===== config.mk =====
export PLATFORM = sky130hd
export DESIGN_NAME = frame_buf_scheduler
export DESIGN_NICKNAME = d
export VERILOG_FILES = /design/src/rtl/frame_buf_scheduler.sv
export SDC_FILE = /design/constraint.sdc
export NUM_CORES = 1
export LEC_CHECK = 0
export CORE_ASPECT_RATIO = 0.75
export CORE_MARGIN = 5
export CORE_UTILIZATION = 35
export DETAILED_ROUTE_END_ITERATION = 8
export DONT_BUFFER_PORTS = 1
export PLACE_DENSITY = 0.55
export SYNTH_ARGS = -nofsm -noshare
export SYNTH_HDL_FRONTEND = slang
export SYNTH_SLANG_ARGS = --single-unit

===== constraint.sdc =====
create_clock -name clk -period 4.77 [get_ports clk]
set_clock_uncertainty 0.15 [all_clocks]
set_input_delay 0.954 -clock clk [delete_from_list [all_inputs] [get_ports clk]]
set_output_delay 0.954 -clock clk [all_outputs]
set_load 0.02 [all_outputs]

===== src/rtl/frame_buf_scheduler.sv =====
// frame_buf_scheduler
// Four-buffer frame scheduler between the video input writer and the
// display/rotation reader in front of the DDR frame store. Tracks each
// buffer's ownership and hands out write/read buffer indices and base
// addresses on frame-start requests. The reader always gets the newest
// completed frame. Frames the reader never picks up are dropped, and
// reader frames with nothing new are repeats. Both are counted.
//
// Ports
//   clk            system clock, rising edge
//   rst            synchronous reset, active low
//   wr_frame_start writer frame-start pulse (buffer request)
//   wr_frame_done  writer frame-complete pulse
//   rd_frame_start reader frame-start pulse (buffer request)
//   wr_grant       pulse: wr_index / wr_base_addr updated
//   wr_index       buffer being written
//   wr_base_addr   BASE_ADDR + wr_index*FRAME_BYTES
//   rd_grant       pulse: reader request serviced
//   rd_new         with rd_grant: 1 = fresh frame, 0 = repeat
//   rd_valid       a completed frame has been issued to the reader
//   rd_index       buffer being read
//   rd_base_addr   BASE_ADDR + rd_index*FRAME_BYTES
//   drop_cnt       completed frames discarded unread (saturating)
//   repeat_cnt     reader frames serviced with a repeated buffer (saturating)
//
// Buffer states
//   state      | meaning
//   B_FREE     | not owned, available to the writer
//   B_WRITING  | owned by the writer (at most one)
//   B_READY    | newest completed frame, not yet read (at most one)
//   B_READING  | owned by the reader (at most one)

module frame_buf_scheduler #(
   parameter int                 ADDR_W      = 32,
   parameter logic [ADDR_W-1:0]  BASE_ADDR   = 32'h0000_0000,
   parameter logic [ADDR_W-1:0]  FRAME_BYTES = 32'h0020_0000
) (
   input  logic              clk,
   input  logic              rst,
   input  logic              wr_frame_start,
   input  logic              wr_frame_done,
   input  logic              rd_frame_start,
   output logic              wr_grant,
   output logic [1:0]        wr_index,
   output logic [ADDR_W-1:0] wr_base_addr,
   output logic              rd_grant,
   output logic              rd_new,
   output logic              rd_valid,
   output logic [1:0]        rd_index,
   output logic [ADDR_W-1:0] rd_base_addr,
   output logic [15:0]       drop_cnt,
   output logic [15:0]       repeat_cnt
);

   typedef enum logic [1:0] {
      B_FREE    = 2'd0,
      B_WRITING = 2'd1,
      B_READY   = 2'd2,
      B_READING = 2'd3
   } buf_st_t;

   buf_st_t     st_q [4];
   buf_st_t     st_d [4];

   logic        wr_grant_d;
   logic [1:0]  wr_index_d;
   logic        rd_grant_d;
   logic        rd_new_d;
   logic        rd_valid_d;
   logic [1:0]  rd_index_d;
   logic        drop_inc;
   logic        rep_inc;

   // {found, index} of the lowest-index buffer in state t
   logic [2:0]  hit_wr_done;
   logic [2:0]  hit_rdy_done;
   logic [2:0]  hit_wr_start;
   logic [2:0]  hit_free_start;
   logic [2:0]  hit_rdy_rd;
   logic [2:0]  hit_rding_rd;

   function automatic logic [2:0] find_st(input buf_st_t s [4], input buf_st_t t);
      logic [2:0] r;
      r = 3'b000;
      for (int i = 3; i >= 0; i--) begin
         if (s[i] == t) r = {1'b1, 2'(i)};
      end
      return r;
   endfunction

   function automatic logic [ADDR_W-1:0] base_of(input logic [1:0] idx);
      return BASE_ADDR + FRAME_BYTES * ADDR_W'(idx);
   endfunction

   always_ff @(posedge clk) begin
      if (!rst) begin
         for (int i = 0; i < 4; i++) st_q[i] <= B_FREE;
         wr_grant     <= 1'b0;
         wr_index     <= 2'd0;
         wr_base_addr <= BASE_ADDR;
         rd_grant     <= 1'b0;
         rd_new       <= 1'b0;
         rd_valid     <= 1'b0;
         rd_index     <= 2'd0;
         rd_base_addr <= BASE_ADDR;
         drop_cnt     <= 16'd0;
         repeat_cnt   <= 16'd0;
      end else begin
         for (int i = 0; i < 4; i++) st_q[i] <= st_d[i];
         wr_grant     <= wr_grant_d;
         wr_index     <= wr_index_d;
         wr_base_addr <= base_of(wr_index_d);
         rd_grant     <= rd_grant_d;
         rd_new       <= rd_new_d;
         rd_valid     <= rd_valid_d;
         rd_index     <= rd_index_d;
         rd_base_addr <= base_of(rd_index_d);
         if (drop_inc && drop_cnt != 16'hFFFF) drop_cnt <= drop_cnt + 16'd1;
         if (rep_inc && repeat_cnt != 16'hFFFF) repeat_cnt <= repeat_cnt + 16'd1;
      end
   end

   // Events resolve in order done -> write start -> read start, each stage
   // seeing the buffer states left by the previous one.
   always_comb begin
      for (int i = 0; i < 4; i++) st_d[i] = st_q[i];
      wr_grant_d     = 1'b0;
      wr_index_d     = wr_index;
      rd_grant_d     = 1'b0;
      rd_new_d       = 1'b0;
      rd_valid_d     = rd_valid;
      rd_index_d     = rd_index;
      drop_inc       = 1'b0;
      rep_inc        = 1'b0;
      hit_wr_done    = 3'b000;
      hit_rdy_done   = 3'b000;
      hit_wr_start   = 3'b000;
      hit_free_start = 3'b000;
      hit_rdy_rd     = 3'b000;
      hit_rding_rd   = 3'b000;

      if (wr_frame_done) begin
         hit_wr_done  = find_st(st_d, B_WRITING);
         hit_rdy_done = find_st(st_d, B_READY);
         if (hit_wr_done[2]) begin
            if (hit_rdy_done[2]) begin
               st_d[hit_rdy_done[1:0]] = B_FREE;
               drop_inc = 1'b1;
            end
            st_d[hit_wr_done[1:0]] = B_READY;
         end
      end

      if (wr_frame_start) begin
         hit_wr_start   = find_st(st_d, B_WRITING);
         hit_free_start = find_st(st_d, B_FREE);
         wr_grant_d     = 1'b1;
         // A restart while writing abandons the partial frame in place.
         if (!hit_wr_start[2]) begin
            st_d[hit_free_start[1:0]] = B_WRITING;
            wr_index_d = hit_free_start[1:0];
         end
      end

      if (rd_frame_start) begin
         hit_rdy_rd   = find_st(st_d, B_READY);
         hit_rding_rd = find_st(st_d, B_READING);
         if (hit_rdy_rd[2]) begin
            if (hit_rding_rd[2]) st_d[hit_rding_rd[1:0]] = B_FREE;
            st_d[hit_rdy_rd[1:0]] = B_READING;
            rd_index_d = hit_rdy_rd[1:0];
            rd_grant_d = 1'b1;
            rd_new_d   = 1'b1;
            rd_valid_d = 1'b1;
         end else if (rd_valid) begin
            rd_grant_d = 1'b1;
            rep_inc    = 1'b1;
         end
      end
   end

endmodule


Yosys cells after proc, flatten, opt, wreduce, memory -nomap -nowiden
Memories as Yosys holds them, arrays and structs flattened.
Cells that the tools add are included.
{ "word_totals": {"mem_count": 1, "ram_bits": 8, "wordCells": 149, "ff_bits": 100, "output_inout_bits": 104} }
{ "classes": {"addsub": 2, "n_bitwise": 20, "order_cmp": 10, "eq_ne": 22, "n_reduce_logical": 13, "n_mux": 71} }
{ "memory_table": {"columns": ["memory", "words", "width", "read_ports", "rd_ports_with_merged_regs", "write_ports", "line", "source"], "rows": [
  ["st_q", 4, 2, 4, 0, 4, "62", "buf_st_t st_q [4];"]
]} }
{ "ops": {"columns": ["op", "n"], "rows": [
  ["two-way mux 8 bit", 12],
  ["two-way mux 3 bit", 25],
  ["two-way mux 2 bit", 18],
  ["adder 16 x 1 -> 16 bit (second input constant)", 2],
  ["!= test 16 bit (second input constant)", 2],
  ["equality test 2 bit (second input constant)", 12],
  ["demux 2 bit (select 2 bit)", 5],
  ["AND 8 bit", 2],
  ["equality test 2 x 1 -> 1 bit (second input constant)", 8],
  ["inverter 8 bit", 2],
  ["greater-or-equal comparator 3 bit (second input constant)", 5],
  ["< comparator 3 x 1 -> 1 bit (second input constant)", 5],
  ["inverter 2 -> 3 bit", 5],
  ["two-way mux 1 bit", 11],
  ["AND 4 bit", 2],
  ["logical NOT 2 bit", 4],
  ["inverter 4 bit", 2],
  ["OR 4 bit", 2],
  ["OR 8 bit", 1],
  ["logical AND 1 bit", 7],
  ["OR 1 bit", 4],
  ["AND reduction 2 bit", 2]
]} }

Longest topological paths before layout
An unclocked memory read counts as a cell.
{ "logic_depth": {"word_depth": 55, "mapped_depth": 10, "depth_no_buf": 8} }

Least setup slack after synthesis
OpenSTA, ideal clock, no wires.
{ "synth_path": {"path_type": "input -> register", "from": "input wr_frame_done", "to": "register repeat_cnt[12]", "path_buffers": 1, "t_arrival_ns": 2.541, "slack_ns": 2.009, "setup_time_ns": 0.070, "path_stages": 8, "path_cell_list": "clkbuf_1 -> a21boi_0 -> a31oi_1 -> o21ai_1 -> nor3_4 -> nand3_4 -> or4_1 -> a21oi_1"} }
{ "synth_via": {"elab_chain_cells": 25} }
{ "synth_lines": {"columns": ["item", "line", "source"], "rows": [
  ["start, declared", "41", "input logic wr_frame_done,"],
  ["two-way mux 8 bit *", "142", "if (wr_frame_done) begin"],
  ["logical NOT 2 bit", "86", "if (s[i] == t) r = {1'b1, 2'(i)};"],
  ["two-way mux 2 bit (4 in series)", "86", null],
  ["two-way mux 2 bit", "154", "if (wr_frame_start) begin"],
  ["inverter 2 -> 3 bit (implied by the code)", "160", "st_d[hit_free_start[1:0]] = B_WRITING;"],
  ["greater-or-equal comparator 3 bit (implied by the code) / < comparator 3 x 1 -> 1 bit (equally long branches)", "160", null],
  ["logical AND 1 bit (implied by the code)", "160", null],
  ["two-way mux 2 bit (implied by the code)", "160", null],
  ["[... 4 more ...]", null, null],
  ["two-way mux 8 bit *", "154", null],
  ["equality test 2 bit", "86", null],
  ["two-way mux 3 bit (3 in series)", "86", null],
  ["two-way mux 3 bit *", "86", null],
  ["two-way mux 3 bit *", "165", "if (rd_frame_start) begin"],
  ["two-way mux 1 bit *", "168", "if (hit_rdy_rd[2]) begin"],
  ["two-way mux 1 bit *", "165", null],
  ["logical AND 1 bit *", "119", "if (rep_inc && repeat_cnt != 16'hFFFF) repeat_cnt <= repeat_cnt + 16'd1;"],
  ["end signal, assigned", "119", null],
  ["end, declared", "52", "output logic [15:0] repeat_cnt"]
]} }
Every way passes the cells marked *; elsewhere a longest branch is shown, timed or not. The select of a mux whose other input is x is not followed.
A chain may end at the register's enable or synchronous reset.

==> results.md <==
- The flow ran to the end, and the final reports show no timing, DRC or antenna violations.
- The critical path contains buffers and inverters numbering 0 combined.
- Grouping stages by cell kind, the critical path spends the most delay in simple AND/OR/NAND/NOR gates.
- Cells with a size suffix above 1 make up 5.21% of the layout.
- At the pin with the least slew margin, the transition time is roughly 1100 ps.
- The initial antenna violation count is 0.
- Counting the fill cells in the layout gives between 800 and 900.
- The total negative slack is 0 ps.
- The number of nets with antenna violations after detailed routing is 0.
- The minimum clock period is about 3100 ps.
- The maximum level of the CTS H-tree is 2.
- The analysis attributes to cell leakage a power of roughly 1.1 nW.
- Power spread over the standard cell area amounts to around 330 nW/um^2.
- The maximum achievable frequency is about 0.33 GHz.
- The remaining routing DRC violations is 0.
- The required time of the worst setup path is ~4800 ps.
- STA classifies the critical path startpoint as a register.
- The initial core utilization is between 30% and 40%.
- Entering global routing, the biggest net connects 34 pins.
- In this run the worst path has a maximum fanout of 16.
- After synthesis, the largest area contributor takes up between 30% and 40% of total cell area.
- The die boundary height is about 92 um.
- The fraction of the mapped netlist area in compound gates is approximately a fifth.
- In this run, post-CTS repair resized a total of 0 instances.
- By area, the combinational part of the netlist is dominated by simple AND/OR/NAND/NOR gates.
- Summed over all nets, the half-perimeter wirelength after detailed placement is about 5500 um.
- The number of distinct library cells after synthesis is 63.
- Dividing the detail-routed via count by the number of cells gives approximately 5.0.
- Across the VDD grid, the largest voltage drop is between 150 and 200 uV.
- For this run, the leading register cell type out of synthesis is sky130_fd_sc_hd__dfxtp_1.
- The number of antenna diodes in the final layout is 0.
- Post-CTS timing repair inserted 0 buffers for setup.
- Of the total synthesized cell area, the portion taken by full adders, half adders and majority gates is approximately 1.4%.
- During synthesis, Yosys emitted a total of 0 warnings.
- For this block, the via count after detailed routing is 2484.
- The post-layout total power is 1.02 mW.
- The detailed-routing iteration count for the pre-antenna-repair pass is 5.
- The top cell types in the final layout, fill and taps aside, are sky130_fd_sc_hd__conb_1 (60), sky130_fd_sc_hd__dfxtp_1 (48), sky130_fd_sc_hd__nand2_1 (34).
- The wire length per cell after detailed routing is about 15 um.
- The fraction of the cycle the final worst path needs is 64.4%.
- The sequential fraction of the synthesis area is 30.7%.
- The count of final hold-check violations is 0.
- After clock tree synthesis, the clock-pin slew on the worst setup and hold paths is roughly 60 ps.
- Buffers inserted to repair hold after CTS numbered 0.
- Headroom to the max-slew limit came out at between 20% and 30%.
- Buffers inserted during clock tree synthesis total 5.
- The portion of netlist area occupied by mux cells is less than 1%.
- The basic-gate share of the synthesized area counting and, or, nand and nor cells is around a quarter.
- The core region is between 8000 and 9000 um^2.
- Leaving out fill and tap cells, the most frequent cell in the layout is sky130_fd_sc_hd__conb_1.
- CTS placed an instance of sky130_fd_sc_hd__clkbuf_16 at the clock tree root.
- The cell area after synthesis is approximately 3100 um^2.
- The largest individual stage delay along the critical path comes from the cell sky130_fd_sc_hd__dfxtp_1.
- The post-synthesis to final-layout area growth is 0.400%.
- The CTS tree is built.
- The clock net in this run drives a total of 48 sinks.
- In this run, synthesis inferred 0 flip-flops with an integrated enable.
- The number of cell rows is 29.
- The number of top-level design ports is 109.
- The die covers 11000 um^2.
- The number of max-slew violations in the final report is 0.
- The async set-reset flop share out of synthesis is 0%.
- The category of the most critical setup path is reg2reg.
- The number of flip-flops and latches in the synthesized netlist is 48.
- The congestion estimate from routability-driven global placement came to 0.850.
- Max-cap violations in this run came to 0.
- The number of nets at the end of the flow is a little under 400.
- The starting DRC count in detailed routing is 188.
- The largest incremental delay on the critical path is between 500 and 600 ps.
- Sorting the synthesized cells by area gives the leading types as sky130_fd_sc_hd__dfxtp_1 (31%), sky130_fd_sc_hd__buf_4 (15%), sky130_fd_sc_hd__nand2_1 (4.1%).
- The wire length of the first global-routing pass is 12000 um.
- The wire length reported by the detailed router is approximately 7300 um.
- The signal on the critical path passes through nor2b_1, o41ai_4, nor3_1, o21ai_1, nor3_4, nand3_4, or4_1, a21oi_1.
- Setup violations remaining at the end of the flow were counted as 0.
- Summing the areas of all xor and xnor instances in the mapped netlist gives under 10% of the synthesized area.
- The dominant cell type by area after synthesis is sky130_fd_sc_hd__dfxtp_1.
- For the worst-skew pair, the clock arrives at the later sink with an insertion delay of about 280 ps.
- The die extent in x is roughly 120 um.
- The synthesized area per cell is roughly 8 um^2.
- Setup repair after global routing left no endpoint under its margin.
- The endpoint class of the critical path is a register.
- The aggregate global-route resource usage is 13.3%.
- Synthesis produced roughly 390 cells.
- For the worst setup path, the data arrival time is between 3000 and 4000 ps.
- The clock passes through at most 2 buffers.
- The number of input and output port buffers inserted is 0.
- The class of the worst hold path is reg2reg.
- The number of global-route vias before repair was 2366.
- The aggregate global routing overflow is 0.
[cell usage after synthesis, drive strengths merged, types with 2 or more instances]
cell type  instances
nor4               2
o31ai              3
xor2               8
a21o               3
nor3              10
nor2              31
o21a               4
or2                3
nand2b             7
maj3               2
ha                 2
a31oi              4
nand4              7
a21oi             25
a21boi             5
o21ai             24
clkbuf             9
or3               15
nand3b             2
inv               12
dfxtp             48
a22oi              2
nand2             34
buf               67
mux2i              2
o211ai             4
and3               5
xnor2              4
nand3             15
and2               4
or4                2
a211oi             3
nor2b              9
[routing by layer]
| metal | vias to the layer above | share of wire [%] | global-route usage [%] |
|---|---|---|---|
| li1 | 1232 | - | - |
| met1 | 1172 | 44 | 16.3 |
| met2 | 74 | 47 | 22.1 |
| met3 | 6 | 8.8 | 4.98 |
| met4 | 0 | 0.73 | 3.76 |
| met5 | - | 0 | 0 |
[cell type report]
type                            instances  area [um^2]  share of cell area [%]
Tap cell                              108          135                    4.30
Clock inverter                          2         60.1                    1.91
Clock buffer                            5          125                    3.98
Multi-Input combinational cell        317         1820                    57.8
Sequential cell                        48          961                    30.6
Inverter                               12         45.0                    1.43
[final timing paths]
path / start / end / slack, ps / cells past startpoint
worst min-delay path: repeat_cnt[10]$_SDFFE_PN0P_ / repeat_cnt[10]$_SDFFE_PN0P_ / 440 / 2
worst max register to register: st_q[2][0]$_SDFF_PN0_ / repeat_cnt[12]$_SDFFE_PN0P_ / 1700 / 8
worst max-delay path: st_q[2][0]$_SDFF_PN0_ / repeat_cnt[12]$_SDFFE_PN0P_ / 1700 / 8
worst min register to register: repeat_cnt[10]$_SDFFE_PN0P_ / repeat_cnt[10]$_SDFFE_PN0P_ / 440 / 2
[through the flow]
stage / setup slack [ps] / cell area [um^2] / utilization [%] / std cells / hold WS (ps)
after global placement: 1840 / 2960 / 34.4 / 485 / 422
after detailed placement: 1760 / 2960 / 34.4 / 485 / 434
after floorplan: 2010 / 3350 / - / 453 / 402
after CTS: 1730 / 3140 / 36.5 / 492 / 443
after global routing: 1490 / 3140 / 36.5 / 492 / 467
final: 1700 / 3140 / 36.5 / 492 / 443
[flip-flops by register name (all words and copies together) (netlist names)]
name          cells
wr_base_addr      2
drop_cnt         16
rd_new            1
wr_grant          1
st_q              8
rd_grant          1
rd_valid          1
rd_base_addr      2
repeat_cnt       16
[worst reg2reg max path, cell delays in order (launching register included)]
cell and delay (ps):
sky130_fd_sc_hd__dfxtp_1 560, sky130_fd_sc_hd__nor2b_1 470, sky130_fd_sc_hd__o41ai_4 200, sky130_fd_sc_hd__nor3_1 250
sky130_fd_sc_hd__o21ai_1 220, sky130_fd_sc_hd__nor3_4 330, sky130_fd_sc_hd__nand3_4 210, sky130_fd_sc_hd__or4_1 440
sky130_fd_sc_hd__a21oi_1 150
[power by group]
group | switching [mW] | total [mW] | internal (mW) | leakage [nW]
logic | 0.109 | 0.144 | 0.0357 | 0.648
clock network | 0.149 | 0.446 | 0.297 | 0.0899
registers | 0.0234 | 0.434 | 0.410 | 0.388
[logic make-up after synthesis]
family | count (synthesis)
AOI/OAI and AO/OA | 90
xor gates and xnor gates | 12
adders and majority gates | 4
buffers and inverters | 88
DFF | 48
muxes | 2
other | 1
and+or+nand+nor | 149
Power figures use the tool's default switching activity.
